==> src/rtl/regfile_pkg.sv <==
// -----------------------------------------------------------------------------
// regfile_pkg
// Shared definitions for the parametrised register file with scoreboard.
//   DEFAULT_DATA_WIDTH : default register word width in bits
//   DEFAULT_ADDR_WIDTH : default address width (depth = 2**ADDR_WIDTH)
//   reg_reset_value()  : reset contents of register 'index' for a word of
//                        'width' bits (index truncated to width bits)
// -----------------------------------------------------------------------------
package regfile_pkg;

    localparam int DEFAULT_DATA_WIDTH = 8;
    localparam int DEFAULT_ADDR_WIDTH = 4;

    // Register i resets to i. Only the low 'width' bits survive, so a narrow
    // file wraps (e.g. register 20 of a 4-bit file resets to 4). Callers cast
    // the 32-bit result to their word width, which zero-extends wide words.
    function automatic logic [31:0] reg_reset_value(input int unsigned index,
                                                    input int unsigned width);
        logic [31:0] mask;
        if (width >= 32) begin
            mask = '1;
        end else begin
            mask = (32'd1 << width) - 32'd1;
        end
        return index & mask;
    endfunction

endpackage

==> src/rtl/regfile_read_port.sv <==
// -----------------------------------------------------------------------------
// regfile_read_port
// One registered read port of the register file. Selects a word and its
// pending bit by address and loads them into output registers when enabled;
// the outputs hold while read_enable is low.
// Optional feature macro: REGFILE_BYPASS_EN
//   defined   - a read sampled on the same edge as a write/reserve to the same
//               address returns the post-update data and pending bit
//   undefined - the read returns the pre-edge contents
// Ports:
//   clk, rst            : clock, asynchronous active-high reset
//   read_enable         : sample the port on the next rising edge
//   read_address        : register being read
//   regs, pending       : current storage and pending bits from the top
//   write_*, reserve_*  : same-cycle update, only present with bypass
//   out_data            : registered read data
//   out_pending         : registered pending bit of the sampled address
// -----------------------------------------------------------------------------
module regfile_read_port
    import regfile_pkg::*;
#(
    parameter int DATA_WIDTH = DEFAULT_DATA_WIDTH,
    parameter int ADDR_WIDTH = DEFAULT_ADDR_WIDTH,
    localparam int DEPTH = 2 ** ADDR_WIDTH
) (
    input  logic                             clk,
    input  logic                             rst,
    input  logic                             read_enable,
    input  logic [ADDR_WIDTH-1:0]            read_address,
    input  logic [DEPTH-1:0][DATA_WIDTH-1:0] regs,
    input  logic [DEPTH-1:0]                 pending,
`ifdef REGFILE_BYPASS_EN
    input  logic                             write_enable,
    input  logic [ADDR_WIDTH-1:0]            write_address,
    input  logic [DATA_WIDTH-1:0]            write_data,
    input  logic                             reserve_enable,
    input  logic [ADDR_WIDTH-1:0]            reserve_address,
`endif
    output logic [DATA_WIDTH-1:0]            out_data,
    output logic                             out_pending
);

    logic [DATA_WIDTH-1:0] sel_data;
    logic                  sel_pending;

    // Address mux. With bypass, a same-address write forwards its data and
    // clears pending; a same-address reserve then sets pending again, so the
    // reserve-wins rule of the storage is reproduced on the forwarded value.
    always_comb begin
        sel_data    = regs[read_address];
        sel_pending = pending[read_address];
`ifdef REGFILE_BYPASS_EN
        if (write_enable && (write_address == read_address)) begin
            sel_data    = write_data;
            sel_pending = 1'b0;
        end
        if (reserve_enable && (reserve_address == read_address)) begin
            sel_pending = 1'b1;
        end
`endif
    end

    // Enable-gated output registers; they hold their value when not enabled.
    always_ff @(posedge clk or posedge rst) begin
        if (rst) begin
            out_data    <= '0;
            out_pending <= 1'b0;
        end else if (read_enable) begin
            out_data    <= sel_data;
            out_pending <= sel_pending;
        end
    end

endmodule

==> src/rtl/regfile_scoreboard.sv <==
// -----------------------------------------------------------------------------
// regfile_scoreboard
// Parametrised register file with one write port, two registered read ports
// and a per-register pending (scoreboard) bit for in-flight producers.
// Optional feature macro: REGFILE_BYPASS_EN (same-edge write/reserve bypass
// into the read ports; see regfile_read_port).
// Ports:
//   CLK, RST                        : clock, asynchronous active-high reset
//   WriteEnable/Address/Data        : write port, also clears pending
//   ReserveEnable/ReserveAddress    : sets the pending bit of a register
//   ReadEnable1/2, ReadAddress1/2   : read port controls
//   OutData1/2, OutPending1/2       : registered read results
//   PendingVector                   : all pending bits, straight from flops
// -----------------------------------------------------------------------------
module regfile_scoreboard
    import regfile_pkg::*;
#(
    parameter int DATA_WIDTH = DEFAULT_DATA_WIDTH,
    parameter int ADDR_WIDTH = DEFAULT_ADDR_WIDTH,
    localparam int DEPTH = 2 ** ADDR_WIDTH
) (
    input  logic                  CLK,
    input  logic                  RST,
    input  logic                  WriteEnable,
    input  logic [ADDR_WIDTH-1:0] WriteAddress,
    input  logic [DATA_WIDTH-1:0] WriteData,
    input  logic                  ReserveEnable,
    input  logic [ADDR_WIDTH-1:0] ReserveAddress,
    input  logic                  ReadEnable1,
    input  logic [ADDR_WIDTH-1:0] ReadAddress1,
    input  logic                  ReadEnable2,
    input  logic [ADDR_WIDTH-1:0] ReadAddress2,
    output logic [DATA_WIDTH-1:0] OutData1,
    output logic [DATA_WIDTH-1:0] OutData2,
    output logic                  OutPending1,
    output logic                  OutPending2,
    output logic [DEPTH-1:0]      PendingVector
);

    logic [DEPTH-1:0][DATA_WIDTH-1:0] regs;
    logic [DEPTH-1:0]                 pending;

    // Storage: each register resets to its own index, truncated to the word.
    always_ff @(posedge CLK or posedge RST) begin
        if (RST) begin
            for (int i = 0; i < DEPTH; i++) begin
                regs[i] <= DATA_WIDTH'(reg_reset_value(i, DATA_WIDTH));
            end
        end else if (WriteEnable) begin
            regs[WriteAddress] <= WriteData;
        end
    end

    // Pending bits: a completing write clears, an issuing reserve sets. The
    // reserve assignment comes last so it wins on a shared address, since the
    // new producer is queued behind the one that just completed.
    always_ff @(posedge CLK or posedge RST) begin
        if (RST) begin
            pending <= '0;
        end else begin
            if (WriteEnable) begin
                pending[WriteAddress] <= 1'b0;
            end
            if (ReserveEnable) begin
                pending[ReserveAddress] <= 1'b1;
            end
        end
    end

    assign PendingVector = pending;

    regfile_read_port #(
        .DATA_WIDTH(DATA_WIDTH),
        .ADDR_WIDTH(ADDR_WIDTH)
    ) u_read_port1 (
        .clk            (CLK),
        .rst            (RST),
        .read_enable    (ReadEnable1),
        .read_address   (ReadAddress1),
        .regs           (regs),
        .pending        (pending),
`ifdef REGFILE_BYPASS_EN
        .write_enable   (WriteEnable),
        .write_address  (WriteAddress),
        .write_data     (WriteData),
        .reserve_enable (ReserveEnable),
        .reserve_address(ReserveAddress),
`endif
        .out_data       (OutData1),
        .out_pending    (OutPending1)
    );

    regfile_read_port #(
        .DATA_WIDTH(DATA_WIDTH),
        .ADDR_WIDTH(ADDR_WIDTH)
    ) u_read_port2 (
        .clk            (CLK),
        .rst            (RST),
        .read_enable    (ReadEnable2),
        .read_address   (ReadAddress2),
        .regs           (regs),
        .pending        (pending),
`ifdef REGFILE_BYPASS_EN
        .write_enable   (WriteEnable),
        .write_address  (WriteAddress),
        .write_data     (WriteData),
        .reserve_enable (ReserveEnable),
        .reserve_address(ReserveAddress),
`endif
        .out_data       (OutData2),
        .out_pending    (OutPending2)
    );

endmodule

==> config.mk <==
export PLATFORM = sky130hd
export DESIGN_NAME = regfile_scoreboard
export DESIGN_NICKNAME = d
export VERILOG_FILES = /design/src/rtl/regfile_pkg.sv /design/src/rtl/regfile_read_port.sv /design/src/rtl/regfile_scoreboard.sv
export SDC_FILE = /design/constraint.sdc
export NUM_CORES = 1
export LEC_CHECK = 0
export CAP_MARGIN = 10
export CORE_AREA = 2 2 167 120
export CTS_CLUSTER_DIAMETER = 40
export CTS_CLUSTER_SIZE = 10
export DETAILED_ROUTE_END_ITERATION = 8
export DIE_AREA = 0 0 169 122
export GPL_ROUTABILITY_DRIVEN = 0
export PLACE_DENSITY_LB_ADDON = 0.1
export SETUP_SLACK_MARGIN = 0.2
export SYNTH_ARGS = -nofsm -noshare
export SYNTH_HDL_FRONTEND = slang
export SYNTH_SLANG_ARGS = --single-unit
==> constraint.sdc <==
create_clock -name CLK -period 15.85 [get_ports CLK]
set_input_delay 3.9625 -clock CLK [delete_from_list [all_inputs] [get_ports CLK]]
set_output_delay 3.9625 -clock CLK [all_outputs]
set_load 0.02 [all_outputs]
==> results.tsv <==
metric	value	unit
status	finished, final reports clean	
cts_root_buf	clkbuf_16	
wirelength	21900	um
postCtsHoldBufs	0	
syn_inst	550	
ctsResizeCount	0	
setup_tns	0	ns
initial_core_util	43.8	%
synth_edf_count	0	
drv_cap	0	
grt_max_degree	89	
power_density	140	nW/um2
syn_nets	580	
slowest_delay	0.78	ns
required	16.16	ns
layout_commonest_cell	dfrtp_1	
drive_gt1_share	45.4	%
dominantRegCellSynth	dfrtp_1	
p_seq_share	44.0	%
worstSkewPairLatency	0.44	ns
end_kind	register	
grt_pass1_wl	34100	um
yosysSeqAreaShare	48.6	%
vias	5251	
cts-buffers-inserted	17	
power.switching	370	uW
layout.cells.non_filler	853	
finalMaxSlewViolations	0	
core.rowCount	43	
slew-limit-headroom	32.0	%
drtAntennaViolNets	0	
synthArstFlopShare	100	%
setup_ws	10.10	ns
die_x	169	um
io_buffers	63	
avgSynthCellArea	15.3	um2
wl_per_cell	25.7	um
crit_chain	clkdlybuf4s50_1 > nor3b_2 > nor2b_1 > mux2_2	
switching_share	27.2	%
antennaDiodeCount	0	
area_growth	15.5	%
initialDrtViolationCount	299	
h-tree-depth	4	
fin_crit_sh	36.3	%
rsz0062_at_grt	no	
place_inst	821	
viasPerCell	6.16	
overflow	0	
coreArea	19300	um2
final_cell_mix	dfrtp_1 (130), mux2_2 (109), mux4_2 (72), clkdlybuf4s50_1 (59), dfstp_2 (32)	
worstMarginPinSlew	1.02	ns
grt_pass1_vias	5581	
criticalPathCategory	in2reg	
synth_seq_cells	162	
dp_hpwl	14400	um
path_clk_slew	0.06	ns
finalHoldViolCount	0	
hp-class	reg2reg	
cp_slowest_cell	nor2b_1	
cts_setup_buffers	0	
p_int	989	uW
fin_crit	5.75	ns
startpoint_type	input pin	
combPwrFrac	23.4	%
syn_area	8430	um2
cp_data_arrival_time	6.06	ns
nets	623	
ys_warn_count	0	
vdd_drop_max	0.0000721	V
path_max_fanout	9	
p_clk_share	32.6	%
die_h	122	um
grt_usage	22.8	%
setup_viol	0	
ioPinCount	64	
die_area	20600	um2
tritoncts	yes	
yosysUniqueCellTypes	34	
dr.pass1.iters	5	
fmax	174	MHz
place_ws	9.67	ns
p_leak	3.89	nW
remaining_drc_errors	0	
finClkSkew	0.00998	ns
numClockSinks	162	
antenna_found_initial	0	
clk_path_buf_depth	2	
[metrics by stage]
step	hold slack, ns	util [%]	power (mW)	cell area (um2)
after floorplan	0.471	-	0.809	8430
after global placement	0.489	47.3	0.909	9110
after detailed placement	0.499	47.3	0.923	9110
after CTS	0.514	50.6	1.37	9740
after global routing	0.538	50.6	1.42	9740
final	0.513	50.6	1.36	9740
[path summary, 6_finish.rpt]
path                                       endpoint  slack (ns)  depth (start not counted)         from
max                                        regs[26]       10.10                          4  WriteEnable
min reg2reg                                regs[39]        0.51                          1     regs[39]
min in group asynchronous                   regs[5]        4.04                          2          RST
max in group asynchronous                  regs[71]       10.30                          3          RST
max reg2reg                u_read_port2.out_data[7]       14.30                          3    regs[119]
min                                        regs[39]        0.51                          1     regs[39]
[synth_stat cells, drive strengths merged (2+ instances only)]
cell	n	share of area (%)
a21o	3	0.27
clkbuf	13	0.58
or2	2	0.15
dfstp	32	10
nand3	3	0.24
o22ai	18	1.3
nand2	4	0.18
nand2b	11	0.82
o21ai	18	1.1
nor2	30	1.6
or3	2	0.15
a221oi	18	1.9
mux2i	18	2.1
o2bb2ai	2	0.21
mux2	128	17
dfrtp	130	39
buf	31	2.8
and2	2	0.15
mux4	72	19
nand3b	4	0.50
nor3	3	0.18
inv	2	0.089
[flip-flops by register name, indices dropped and copies added, names as in the netlist]
signal / flops
PendingVector: 16
u_read_port1.out_data: 8
u_read_port2.out_pending: 1
u_read_port1.out_pending: 1
regs: 128
u_read_port2.out_data: 8
[final cells by class]
class	instances	area, um2
timing repair buffer	68	648
inverter	2	12.5
clock inverter	10	155
sequential	162	4090
clock buffer	22	474
tap	247	309
multi-input combinational	342	4050
fill	1591	9520
[critical path, delay by kind of cell]
kind | cells | cell delay (ns)
and+or+nand+nor | 2 | 1.09
buffers and inverters | 1 | 0.59
muxes | 1 | 0.41
[layer usage]
layer,GRT usage [%],share of wire [%],up-vias,routed length (um)
li1,-,-,2234,-
met4,8.07,2.0,0,430
met3,4.61,5.2,28,1140
met5,0,0,-,0
met2,34.8,46,177,10000
met1,32.7,47,2812,10300
[power groups by stage]
stage          logic, mW  clock network [mW]  registers (mW)
2_1_floorplan      0.211                   0           0.598
3_3_place_gp       0.315                   0           0.593
3_5_place_dp       0.321                   0           0.602
4_1_cts            0.323               0.450           0.596
5_1_grt            0.343               0.468           0.611
6_report           0.318               0.442           0.598
[logic make-up after synthesis]
logic type | Yosys count | synth area share (%)
buffers and inverters | 46 | 3.46
multiplexers | 218 | 38.8
AO/OA/AOI/OAI | 61 | 4.97
flip-flops | 162 | 48.6
AND/OR/NAND/NOR | 63 | 4.19
Note: power is estimated with default switching activity, not from simulation.
